--- src/rtl/dcache_ctrl.sv ---
// dcache_ctrl: 2-way set-associative data cache controller.
//   Five-state FSM (IDLE/COMPARE/WRITE_BACK/ALLOCATE/REFETCH) that sequences
//   tag/data RAM reads, hit writes, dirty-victim writeback and line refill
//   from L2. Every enable is decoded combinationally from the current state.
// Ports:
//   clk, rst                    clock, synchronous active-high reset
//   req_valid/req_we/index/offset  pipeline access (latched in IDLE)
//   hit0/hit1, valid0/1, dirty0/1  tag compare result and per-way status bits
//   l2_ack                      L2 transfer done / refill data valid
//   block{0,1}_re/_we           RAM read / write enables per way
//   tagcomp_hit                 word-granular write select
//   data_wd_l2_en/data_wd_dc_en write-data muxing (L2 line / store word)
//   tag_we, dirty_set, dirty_clr   tag/valid and dirty bit updates
//   hit_way, victim_way         selected ways
//   l2_req, l2_rw               L2 request (1 = writeback, 0 = fill)
//   miss_stall, req_done        pipeline stall and completion pulse
// Build option: define DCACHE_LRU_EN for per-set LRU replacement; otherwise
//   a 1-bit round-robin counter picks the victim.
module dcache_ctrl (
  input  logic       clk,
  input  logic       rst,
  input  logic       req_valid,
  input  logic       req_we,
  input  logic [7:0] index,
  input  logic [1:0] offset,
  input  logic       hit0,
  input  logic       hit1,
  input  logic       valid0,
  input  logic       valid1,
  input  logic       dirty0,
  input  logic       dirty1,
  input  logic       l2_ack,
  output logic       block0_re,
  output logic       block1_re,
  output logic       block0_we,
  output logic       block1_we,
  output logic       tagcomp_hit,
  output logic       data_wd_l2_en,
  output logic       data_wd_dc_en,
  output logic       tag_we,
  output logic       dirty_set,
  output logic       dirty_clr,
  output logic       hit_way,
  output logic       victim_way,
  output logic       l2_req,
  output logic       l2_rw,
  output logic       miss_stall,
  output logic       req_done
);

  typedef enum logic [2:0] {IDLE, COMPARE, WRITE_BACK, ALLOCATE, REFETCH} state_t;

  typedef struct packed {
    logic [7:0] index;
    logic [1:0] offset;
    logic       we;
  } req_t;

  state_t     state, state_nxt;
  req_t       req_q;
  logic       in_miss;     // set from the COMPARE miss until the next IDLE
  logic       victim_q;    // victim frozen for the whole miss sequence
  logic       repl;        // replacement policy choice when both ways valid
  logic       victim_calc;
  logic       vic;
  logic       vic_dirty;
  logic       hit;
  logic       way_hit;
  logic [1:0] blk_re, blk_we;
  logic       hit_way_c;

  // Offset only steers the external data path; it is kept for that consumer.
  logic       unused_offset;
  assign unused_offset = ^req_q.offset;

  assign hit         = hit0 | hit1;
  assign way_hit     = hit1 & ~hit0;                 // way0 wins a double hit
  assign victim_calc = !valid0 ? 1'b0 : (!valid1 ? 1'b1 : repl);
  assign vic         = in_miss ? victim_q : victim_calc;
  assign vic_dirty   = vic ? (valid1 & dirty1) : (valid0 & dirty0);

`ifdef DCACHE_LRU_EN
  logic [255:0] lru;
  always_ff @(posedge clk) begin
    if (rst)
      lru <= '0;
    else if (state == COMPARE && hit)
      lru[req_q.index] <= ~way_hit;
    else if (state == ALLOCATE && l2_ack)
      lru[req_q.index] <= ~victim_q;
  end
  assign repl = lru[req_q.index];
`else
  logic rr;
  logic unused_index;
  assign unused_index = ^req_q.index;
  always_ff @(posedge clk) begin
    if (rst)
      rr <= 1'b0;
    else if (state == COMPARE && !hit)
      rr <= ~rr;
  end
  assign repl = rr;
`endif

  always_ff @(posedge clk) begin
    if (rst) begin
      state    <= IDLE;
      req_q    <= '0;
      in_miss  <= 1'b0;
      victim_q <= 1'b0;
    end else begin
      state <= state_nxt;
      if (state == IDLE && req_valid)
        req_q <= '{index: index, offset: offset, we: req_we};
      if (state == COMPARE && !hit && !in_miss) begin
        victim_q <= victim_calc;
        in_miss  <= 1'b1;
      end
      if (state_nxt == IDLE)
        in_miss <= 1'b0;
    end
  end

  always_comb begin
    state_nxt     = state;
    blk_re        = 2'b00;
    blk_we        = 2'b00;
    tagcomp_hit   = 1'b0;
    data_wd_l2_en = 1'b0;
    data_wd_dc_en = 1'b0;
    tag_we        = 1'b0;
    dirty_set     = 1'b0;
    dirty_clr     = 1'b0;
    hit_way_c     = 1'b0;
    l2_req        = 1'b0;
    l2_rw         = 1'b0;
    miss_stall    = 1'b0;
    req_done      = 1'b0;
    case (state)
      IDLE: begin
        if (req_valid) begin
          blk_re    = 2'b11;
          state_nxt = COMPARE;
        end
      end
      COMPARE: begin
        if (hit) begin
          hit_way_c = way_hit;
          req_done  = 1'b1;
          // After a refill the store word was already merged on the fill
          // cycle, so the closing hit only completes the access.
          if (req_q.we && !in_miss) begin
            tagcomp_hit     = 1'b1;
            data_wd_dc_en   = 1'b1;
            blk_we[way_hit] = 1'b1;
            dirty_set       = 1'b1;
          end
          state_nxt = IDLE;
        end else begin
          miss_stall = 1'b1;
          state_nxt  = vic_dirty ? WRITE_BACK : ALLOCATE;
        end
      end
      WRITE_BACK: begin
        miss_stall = 1'b1;
        l2_req     = 1'b1;
        l2_rw      = 1'b1;
        if (l2_ack) begin
          dirty_clr = 1'b1;
          state_nxt = ALLOCATE;
        end
      end
      ALLOCATE: begin
        miss_stall = 1'b1;
        l2_req     = 1'b1;
        if (l2_ack) begin
          blk_we[victim_q] = 1'b1;
          data_wd_l2_en    = 1'b1;
          tag_we           = 1'b1;
          if (req_q.we) begin
            data_wd_dc_en = 1'b1;
            dirty_set     = 1'b1;
          end
          state_nxt = REFETCH;
        end
      end
      REFETCH: begin
        miss_stall = 1'b1;
        blk_re     = 2'b11;
        state_nxt  = COMPARE;
      end
      default: state_nxt = IDLE;
    endcase
  end

  assign block0_re  = blk_re[0];
  assign block1_re  = blk_re[1];
  assign block0_we  = blk_we[0];
  assign block1_we  = blk_we[1];
  assign hit_way    = hit_way_c;
  // Live choice only on the first miss compare; frozen value otherwise.
  assign victim_way = (state == COMPARE && !in_miss && !hit) ? victim_calc : victim_q;

endmodule

--- config.mk ---
export PLATFORM = sky130hd
export DESIGN_NAME = dcache_ctrl
export DESIGN_NICKNAME = d
export VERILOG_FILES = /design/src/rtl/dcache_ctrl.sv
export SDC_FILE = /design/constraint.sdc
export NUM_CORES = 1
export LEC_CHECK = 0
export CAP_MARGIN = 20
export CORE_UTILIZATION = 31
export CTS_CLUSTER_DIAMETER = 80
export DETAILED_ROUTE_END_ITERATION = 8
export PLACE_DENSITY = 0.76
export SLEW_MARGIN = 15
export SYNTH_ARGS = -nofsm -noshare
export SYNTH_HDL_FRONTEND = slang
export SYNTH_SLANG_ARGS = --single-unit
--- constraint.sdc ---
create_clock -name clk -period 2.1 [get_ports clk]
set_input_delay 0.21 -clock clk [delete_from_list [all_inputs] [get_ports clk]]
set_output_delay 0.21 -clock clk [all_outputs]
set_load 0.1 [all_outputs]
# == Yosys cells after proc, flatten, opt, wreduce, memory -nomap -nowiden ==
# Cells that the tools add are included.
# totals
register_bits,7
inputBits,21
# op_classes
magnitude_cmp,4
eq_ne,4
n_reduce_logical,15
n_bitwise,6
mux,38
# op_table
operator,count
$mux 1,23
$pmux 3 s5,1
$mux 2,5
$mux 3,3
$logic_and 1x1->1,8
$pmux 2 s2,2
$eq 3x2->1 const B,2
$logic_not 3->1,2
$lt 1x2->1 const B,2
$pmux 1 s2,2
$reduce_or 2->1,2
$and 1x1->1,3
$eq 3x1->1 const B,1
$eq 3x3->1 const B,1
$reduce_or 3->1,1
$demux 1 s1,2
$ge 1x1->1 const B,2
$logic_not 1->1,2
$not 1->1,2
$or 1x1->1,1

# == Depth between registers and ports, before layout ==
# logic_depth
depth_word,9
ltp_mapped,6
mapped_depth_nobuf,5

# == Least setup slack after synthesis ==
# Ideal clock, no wire load.
# synth_path
path_type,register -> output
startpoint,register state[0]
endpoint,output block0_we
setup_slack_ns,-1.241
path_stages_with_launch,4
arrival_time_ns,3.131
n_path_buf,1
path_cell_list,dfxtp_1 > buf_4 > or3b_1 > o32ai_1
# synth_between
elab_chain_len,2
word_cells_on_any_way,3
# synth_rtl
item,line_no,source
start: declaration,59,"state_t state, state_nxt;"
start signal: assignment,113,state <= state_nxt;
$eq 3x2->1 or $eq 3x1->1 (tied branches),140,case (state)
$pmux 2 s2 *,140,
end: declaration,35,"output logic block0_we,"
# Every way passes the cells marked *; elsewhere a longest branch is shown, timed or not.

# == Final worst setup path ==
# layout_path
startpoint,register state[2]
endpoint,output victim_way
# layout_between
elab_chain_len,4
# layout_rtl
item,line_no,source
$eq 3x1->1,203,assign victim_way = (state == COMPARE && !in_miss && !hit) ? victim_calc : victim_q;
$logic_and 1x1->1 (2 in series),203,
$mux 1,203,
end: declaration,44,"output logic victim_way,"
# Every way passes these cells.

==> results by group <==
Power and ir drop
  • Flop pwr share: 31.0%
  • Cell leakage power: 0.0004145 uW
  • Proportion of power drawn by combinational gates: 44.3%
  • Post-route total power: 464.0 uW
  • Power per standard cell area: 465.9 mW/mm^2
  • Net switching share of the total power: 37.63%
  • Net switching power: 174.6 uW
  • Maximum ir drop on the vdd rail: 388.1 uV
  • Cell-internal power: 289.4 uW
  • Clk pwr share: 24.7%

STA
  • Slew at the pin with the worst max-slew slack: 0.4952 ns
  • Period Utilization, post-route: 97.82%
  • Endpoints failing hold: 0
  • Slew headroom: 66.56%
  • Minimum clock period: 2.054 ns
  • Count of final max-slew check failures: 0
  • Number of setup violations in the final report: 0
  • Setup repair after global routing missed its margin: false
  • Maximum clock skew at final layout: 0.003887 ns
  • Hold slack final: 0.5733 ns
  • Peak clock frequency supported by timing: 486.8 MHz

Floorplanning
  • Die outline height: 40.80 um
  • Initial standard-cell utilization of the core: 34.57%
  • Width of the die: 40.80 um
  • Core area: 0.001350 mm^2
  • Die footprint: 0.001665 mm^2
  • Top-level port count: 37
  • Core Rows: 13

Synthesis
  • Post-synthesis instance area: 466.7 um^2
  • Leading post-synthesis cells by cell area: sky130_fd_sc_hd__dfxtp_1, sky130_fd_sc_hd__a21oi_1, sky130_fd_sc_hd__buf_4
  • Number of distinct standard cells referenced by the synthesized netlist: 28
  • Most instantiated cells after synthesis: sky130_fd_sc_hd__dfxtp_1, sky130_fd_sc_hd__a21oi_1, sky130_fd_sc_hd__nand2_1, sky130_fd_sc_hd__nor2_1, sky130_fd_sc_hd__inv_1
  • Fraction of post-synthesis cell area in the top cell type by area: 30.03%
  • Synthesized netlist cell count: 62
  • Per-instance average area after synthesis: 7.527 um^2
  • Sequential area share after synthesis: 30.03%
  • Synth warn: 0
  • Library cell occupying the most area in the post-synthesis netlist: sky130_fd_sc_hd__dfxtp_1
  • Net count of the mapped netlist: 83
  • Leading register cell type out of synthesis: sky130_fd_sc_hd__dfxtp_1
  • Proportion of register bits with asynchronous set or reset after synthesis: 0%
  • Most common cell in the synthesized netlist: sky130_fd_sc_hd__dfxtp_1
  • FF+latch count, synth: 7
  • Count of flip-flops with a built-in enable after synthesis: 0

Placement
  • Final Wtd Congestion: 0.7309
  • Count of port buffers added during placement: 26
  • DPL Wire Length: 1018 um

Global routing
  • Overflow left after global routing: 0
  • Global Route Usage Sum: 17.77%
  • Vias in the first global route: 456
  • First-pass GRT wire length: 1904 um
  • Antenna violations before repair: 0
  • Largest net degree at the start of global routing: 9

Status
  • Run status: complete, no violations

Setup path
  • Buffering stage count on the worst path with inverters included: 1
  • Critical path capture point type: primary output
  • CP arrival: 1.84 ns
  • Endpoint required time on the critical path: 1.89 ns
  • Kind of cell with the highest combined delay on the critical path: simple AND/OR/NAND/NOR gates
  • Critical Path Source Type: flop
  • Worst-path cell chain: or3b_4, or3_4, o31ai_4, buf_12
  • Peak per-stage delay on the critical path: 0.42 ns
  • Class of the most critical setup path: flop to primary output
  • Critical path fanouts, max: 3
  • Slowest library cell on the worst path: sky130_fd_sc_hd__or3_4

Clocking
  • Number of buffers created by CTS: 3
  • Max H-tree Level: 1
  • Clock slew at the register clock pins of the worst setup and hold paths: 0.05 ns
  • Clock insertion delay at the later pin of the skew report: 0.24 ns
  • Hold-fix buffers at CTS: 0
  • Clock tree from TritonCTS: yes
  • Clock root cell: sky130_fd_sc_hd__clkbuf_4
  • CTS sink cnt: 7
  • Maximum number of buffers from clock root to sink: 2

Final layout
  • Fill cells: 108
  • Final core utilization: 73.77%
  • Share of cells above drive strength 1: 44.21%
  • ANT cells: 0
  • Signed area change from the synthesized netlist to the final layout: 113.4%
  • Net count, final: 117

Routing
  • Pre-Repair DR Iteration Count: 2
  • 1st-iter DRT viols: 6
  • Number of routed nets with antenna violations: 0
  • WL/cell: 11.89 um
  • Post-detailed-route via-to-cell ratio: 5.064
  • Routed wire length: 1308 um
  • Drt drc: 0
  • Via Count: 557

Flow run
  • Number of maximum-capacitance constraint violations: 0

Worst hold path
  • Worst hold-check path type: flop to flop
-- cell families after synthesis --
family / after synthesis / synth area share, %
simple gates: 24 / 27.62
flops: 7 / 30.03
mux: 1 / 2.145
xor+xnor: 2 / 3.754
buf+inv: 11 / 12.33
compound gates: 17 / 24.13
-- per-stage QoR --
stage                     cell area [um^2]  setup TNS [ns]  cells  worst slack [ns]
final                                996.0               0    110           0.04571
after global routing                 996.0               0    110           0.01465
after CTS                            983.4       -0.007720    109         -0.007720
after detailed placement             899.6               0     99            0.1887
after global placement               899.6               0     99            0.2120
after floorplan                      523.0         -0.8691     62           -0.2592
-- state kept, by name, indices dropped and copies added (netlist names) --
| register | count |
|---|---|
| state | 3 |
| in_miss | 1 |
| repl | 1 |
| victim_q | 1 |
| req_q | 1 |
-- layer usage --
metal  vias to the layer above  part of all wire, %  global-route usage [%]
li1                        278                    -                       -
met1                       258                   42                   20.66
met2                        21                   52                   31.25
met3                         0                  5.4                   4.891
met4                         0                    0                   5.000
met5                         -                    0                       0
-- cell usage in the layout, fill, tap and decap left out, types with 2 or more instances in the layout --
master / count
sky130_fd_sc_hd__buf_4: 10
sky130_fd_sc_hd__clkdlybuf4s50_1: 10
sky130_fd_sc_hd__nor2_2: 2
sky130_fd_sc_hd__dfxtp_4: 2
sky130_fd_sc_hd__o21ai_0: 4
sky130_fd_sc_hd__nor2_1: 4
sky130_fd_sc_hd__nand2_1: 6
sky130_fd_sc_hd__xor2_1: 2
sky130_fd_sc_hd__dfxtp_1: 4
sky130_fd_sc_hd__clkbuf_4: 3
sky130_fd_sc_hd__inv_1: 4
sky130_fd_sc_hd__a21oi_1: 6
sky130_fd_sc_hd__buf_12: 14
-- final cells by class --
| cell class | count | area [um^2] | share of cell area [%] |
|---|---|---|---|
| clock buffers | 4 | 26.28 | 2.638 |
| repair buffers | 34 | 455.4 | 45.73 |
| well taps | 15 | 18.77 | 1.884 |
| multi-input cells | 44 | 317.8 | 31.91 |
| inverters | 6 | 28.78 | 2.889 |
| flip-flops and latches | 7 | 148.9 | 14.95 |
-- worst paths after layout --
kind | slack [ns] | depth (start not counted) | end | startpoint
worst max-delay path | 0.05 | 4 | victim_way | state[2]
worst min-delay path | 0.57 | 2 | req_q[0] | req_q[0]
worst max register to register | 0.17 | 6 | state[0] | state[2]
worst min register to register | 0.57 | 2 | req_q[0] | req_q[0]
-- power by group through the flow --
stage | combinational, uW | sequential, uW | clock [uW]
6_report | 205 | 144 | 115
3_3_place_gp | 193 | 150 | 0
2_1_floorplan | 129 | 146 | 0
3_5_place_dp | 194 | 150 | 0
5_1_grt | 215 | 144 | 124
4_1_cts | 205 | 144 | 118
-- tightest hold or removal path, cell delays in order (launching register included) --
cell,delay [ns]
sky130_fd_sc_hd__dfxtp_1,0.34
sky130_fd_sc_hd__mux2i_1,0.14
sky130_fd_sc_hd__nor2_1,0.05
-- repair_timing --
item / CTS / global route
setup buffers: 6 / 1
endpoints found under the setup margin: 1 / 4
cloned: 0 / 0
pin swaps: 3 / 1
gates resized for setup: 5 / 1
Note: power is estimated with default switching activity, not from simulation.
